--- config.mk ---
export PLATFORM = sky130hd
export DESIGN_NAME = count_toggle_multi
export DESIGN_NICKNAME = d
export VERILOG_FILES = /design/src/rtl/count_toggle_multi.sv
export SDC_FILE = /design/constraint.sdc
export NUM_CORES = 1
export LEC_CHECK = 0
export CORE_ASPECT_RATIO = 1.1
export CORE_MARGIN = 3
export CORE_UTILIZATION = 40
export CTS_BUF_LIST = sky130_fd_sc_hd__clkbuf_4 sky130_fd_sc_hd__clkbuf_8
export DETAILED_ROUTE_END_ITERATION = 12
export PLACE_DENSITY = 0.53
export SKIP_CTS_REPAIR_TIMING = 1
export SYNTH_ARGS = -nofsm -noshare
export SYNTH_HDL_FRONTEND = slang
export SYNTH_HIERARCHICAL = 1
export SYNTH_SLANG_ARGS = --single-unit
--- constraint.sdc ---
create_clock -name i_Clk -period 4.2 [get_ports i_Clk]
set_input_delay 0.42 -clock i_Clk [delete_from_list [all_inputs] [get_ports i_Clk]]
set_output_delay 0.42 -clock i_Clk [all_outputs]
set_load 0.005 [all_outputs]
--- src/rtl/count_toggle_multi.sv ---
// Multi-channel count-and-toggle generator: each channel counts enabled cycles up to
// a programmable limit, then toggles or pulses its output. Define COUNT_TOGGLE_SYNC_EN for i_Sync.

module count_toggle_ch #(
    parameter int CNT_WIDTH     = 24,
    parameter int DEFAULT_LIMIT = 10
) (
    input  logic                 i_Clk,
    input  logic                 i_Rst_L,
    input  logic                 i_Enable,
    input  logic                 i_Mode,
    input  logic                 i_Sync,
    input  logic                 i_Lim_Wr,
    input  logic [CNT_WIDTH-1:0] i_Lim_Val,
    output logic                 o_Toggle,
    output logic                 o_Wrap
);

    logic [CNT_WIDTH-1:0] cnt;
    logic [CNT_WIDTH-1:0] limit;
    logic                 idle;
    logic                 terminal;

    // >= rather than == so a limit shrunk below the running count ends the period at once
    assign idle     = (limit == '0);
    assign terminal = (cnt >= limit - CNT_WIDTH'(1));

    always_ff @(posedge i_Clk or negedge i_Rst_L) begin
        if (!i_Rst_L)
            limit <= CNT_WIDTH'(DEFAULT_LIMIT);
        else if (i_Lim_Wr)
            limit <= i_Lim_Val;
    end

    always_ff @(posedge i_Clk or negedge i_Rst_L) begin
        if (!i_Rst_L) begin
            cnt      <= '0;
            o_Toggle <= 1'b0;
            o_Wrap   <= 1'b0;
        end else if (!i_Enable || idle) begin
            cnt      <= '0;
            o_Toggle <= 1'b0;
            o_Wrap   <= 1'b0;
        end else if (i_Sync) begin
            cnt    <= '0;
            o_Wrap <= 1'b0;
            if (i_Mode)
                o_Toggle <= 1'b0;
        end else if (terminal) begin
            cnt      <= '0;
            o_Wrap   <= 1'b1;
            o_Toggle <= i_Mode ? 1'b1 : ~o_Toggle;
        end else begin
            cnt    <= cnt + CNT_WIDTH'(1);
            o_Wrap <= 1'b0;
            if (i_Mode)
                o_Toggle <= 1'b0;
        end
    end

endmodule

module count_toggle_multi #(
    parameter int NUM_CH        = 4,
    parameter int CNT_WIDTH     = 24,
    parameter int DEFAULT_LIMIT = 10,
    localparam int CH_W         = (NUM_CH > 1) ? $clog2(NUM_CH) : 1
) (
    input  logic                 i_Clk,
    input  logic                 i_Rst_L,
    input  logic [NUM_CH-1:0]    i_Enable,
    input  logic [NUM_CH-1:0]    i_Mode,
    input  logic                 i_Cfg_Wr,
    input  logic [CH_W-1:0]      i_Cfg_Ch,
    input  logic [CNT_WIDTH-1:0] i_Cfg_Limit,
`ifdef COUNT_TOGGLE_SYNC_EN
    input  logic                 i_Sync,
`endif
    output logic [NUM_CH-1:0]    o_Toggle,
    output logic [NUM_CH-1:0]    o_Wrap
);

    typedef struct packed {
        logic                 wr;
        logic [CH_W-1:0]      ch;
        logic [CNT_WIDTH-1:0] limit;
    } cfg_req_t;

    cfg_req_t          cfg;
    logic [NUM_CH-1:0] lim_wr;
    logic              sync;

    assign cfg = '{wr: i_Cfg_Wr, ch: i_Cfg_Ch, limit: i_Cfg_Limit};

`ifdef COUNT_TOGGLE_SYNC_EN
    assign sync = i_Sync;
`else
    assign sync = 1'b0;
`endif

    // Out-of-range channel numbers match no decode slot, so those writes fall on the floor
    for (genvar c = 0; c < NUM_CH; c++) begin : g_ch
        assign lim_wr[c] = cfg.wr && (cfg.ch == CH_W'(c));

        count_toggle_ch #(
            .CNT_WIDTH     (CNT_WIDTH),
            .DEFAULT_LIMIT (DEFAULT_LIMIT)
        ) u_ch (
            .i_Clk     (i_Clk),
            .i_Rst_L   (i_Rst_L),
            .i_Enable  (i_Enable[c]),
            .i_Mode    (i_Mode[c]),
            .i_Sync    (sync),
            .i_Lim_Wr  (lim_wr[c]),
            .i_Lim_Val (cfg.limit),
            .o_Toggle  (o_Toggle[c]),
            .o_Wrap    (o_Wrap[c])
        );
    end

endmodule

==> run summary <==
Internal Power = 3.07 mW
fmax = 255 MHz
Die ar. = 32800 um2
Hold/Removal Path Class = input pin to async pin
CP arrival = 4.29 ns
Startpoint Class = flop
Clock Power Share = 0.285
fraction of layout instances using a drive strength above 1 = 0.135
die width = 173 um
Area Overhead vs Synth = 11.1%
vias per cell = 4.99
worst-path maximum fanout = 4
synthesized flop and latch total = 200
initial core utilization = 0.410
Final setup viols = 0
sw power = 1.43 mW
Lkg Pwr = 5.69 nW
Worst EP required = 4.57 ns
Synth Cell Area = 12200 um2
Crit. End Element = flop
slew margin rel. = 0.254
slowest CP cell = or4_1
WL/cell = 15.5 um
CTS clock-pin slew for the worst setup and hold paths = 0.11 ns
minimum clock period = 3.92 ns
I/O pin count = 45
fin crit share = 0.934
yosys synthesis warning count = 6
# nets final = 1411
post-synth cell types = 51
TNS Setup = 0 ns
register share of total power = 0.518
Clock Sinks = 200
Antenna Cells = 0
Worst-Skew Late Latency = 0.48 ns
DRC viols = 0
Iter 0 DRT Violations = 471
pin count of the biggest net entering global routing = 103
Worst setup startpoint = g_ch[1].u_ch/limit[11]
CP Class = flop to flop
most frequent cells in the layout = dfrtp_1 (192), nor2_1 (163), ha_1 (108)
Worst path max stage delay = 0.56 ns
total grt overflow = 0
register area = 5010 um2
via count = 8421
drt pass-1 iters = 4
pre-CTS setup slack = 0.231 ns
Final ANT Viol Nets = 0
average size of a mapped cell = 10.2 um2
row cnt = 66
Sw Share = 0.318
crit-path cells = or4_1 > or3_1 > nor4_4 > nand2_2 > nor4_2 > xnor2_1 > ha_1 > nand4_1 > nor2_1 > nand3_1 > a211o_1 > a21oi_1 > mux2_2
Slew @ Worst Pin = 1.12 ns
Cells after Synth = 1202
drt total wl = 26200 um
EDFF count, synth = 0
main flop type after synthesis = dfrtp_1
max-slew violation count = 0
# port buffers = 44
Post-DP HPWL = 19700 um
maximum VDD drop = 0.192 mV
power per cell area = 331 nW/um2
most common cell after layout, fill and taps aside = dfrtp_1
Clock Skews = 0.0166 ns
TritonCTS clock tree = done
TritonCTS buffer count = 17
GRT Overall Usage = 0.166
first-pass GRT wire length = 44200 um
initial antenna violation count = 0
R2R depth = 13
worst r2r src = g_ch[1].u_ch/limit[11]
Final Hold Fails = 0
RSZ-0062 raised after global routing = no
routability cong. = 0.763
Seq/Total Area, Yosys = 0.410
area of the multi-input gates = 7000 um2
ys async rst share = 1.00
Die Ht = 190 um
floorplan core area = 29900 um2
Max Cap Viol = 0
CTS HTree Levels = 4
status = finished clean
vias in the first global route = 8316
PnR worst setup slack = 0.279 ns
fill count = 2943
clock buffer depth = 2
clk root buf = clkbuf_8
combinational fraction of design power = 0.197
power by group through the flow:
stage                     registers, mW  clock network [mW]  logic (mW)
final                              2.34                1.28       0.886
after global routing               2.38                1.41        1.01
after global placement             2.37                   0       0.872
after detailed placement           2.37                   0       0.895
after CTS                          2.34                1.33       0.899
after floorplan                    2.31                   0       0.655
synthesized netlist by cell type (10+ instances only):
cell type  number  area, um2
dfrtp_1       192       4800
nor2_1        166        623
ha_1          108       1350
mux2_2         92       1040
xnor2_1        86        753
xor2_1         86        753
nand2_1        78        293
nand3_1        59        295
a21oi_1        41        205
nand4_1        35        219
nor3_1         30        150
inv_1          27        101
o21ai_0        24        120
and3_1         20        125
nor4_1         19        119
or3_1          17        106
clkbuf_1       13       48.8
and2_1         10       62.6
final cells by class:
type,instances,share of cell area
flip-flops and latches,200,0.369
inverters,27,0.00745
multi-input cells,961,0.514
clock inverters,14,0.0119
well taps,408,0.0375
repair buffers,59,0.0421
clock buffers,18,0.0182
kinds of logic (layout without fill, tap and decap cells):
family          count (synthesis)  in the layout  synth area share
simple gates                  485            485             0.199
fa+ha+maj                     108            108             0.110
compound gates                 93             93            0.0502
buf+inv                        51            118            0.0233
other cells                     1             11          0.000306
flops                         200            200             0.410
mux                            92             92            0.0846
xor+xnor                      172            172             0.123
registers in the layout, summed over array words and instances, names as in the netlist:
| register | flops |
|---|---|
| g_ch.u_ch/o_Wrap | 4 |
| g_ch.u_ch/limit | 96 |
| g_ch.u_ch/o_Toggle | 4 |
| g_ch.u_ch/cnt | 96 |
critical path: cells and delay by family (launching register included):
family | cells | cell delay, ns
flip-flops | 1 | 0.44
AND/OR/NAND/NOR | 8 | 2.11
adder cells (fa/ha/maj) | 1 | 0.30
XOR/XNOR | 1 | 0.11
AO/OA/AOI/OAI | 2 | 0.50
multiplexers | 1 | 0.34
final timing paths:
path / endpoint / slack [ns]
max in group asynchronous: g_ch[3].u_ch/limit[1] / 3.18
min in group i_Clk: g_ch[3].u_ch/cnt[0] / 0.49
setup reg to reg: g_ch[1].u_ch/o_Toggle / 0.28
hold reg to reg: g_ch[3].u_ch/cnt[0] / 0.49
hold / removal: g_ch[1].u_ch/cnt[22] / 0.001
setup / recovery: g_ch[1].u_ch/o_Toggle / 0.28
per-stage QoR:
step / util / power, mW / hold WS (ns) / std cells / cell area (um2)
finish: 0.455 / 4.51 / 0.00136 / 1687 / 13600
global route: 0.455 / 4.80 / 0.0456 / 1687 / 13600
CTS: 0.455 / 4.57 / 0.0275 / 1686 / 13600
detailed placement: 0.441 / 3.27 / 0.476 / 1654 / 13200
global placement: 0.441 / 3.24 / 0.470 / 1654 / 13200
floorplan: - / 2.97 / 0.124 / 1212 / 12300
layer usage:
metal  share of wire  track usage  vias to the layer above  routed length (um)
li1                -            -                     4356                   -
met1            0.51        0.232                     4000               13200
met2            0.47        0.273                       49               12200
met3           0.013       0.0227                       16                 347
met4           0.016       0.0443                        0                 423
met5               0            0                        -                   0
No activity file was read; power rests on OpenSTA's default activity.
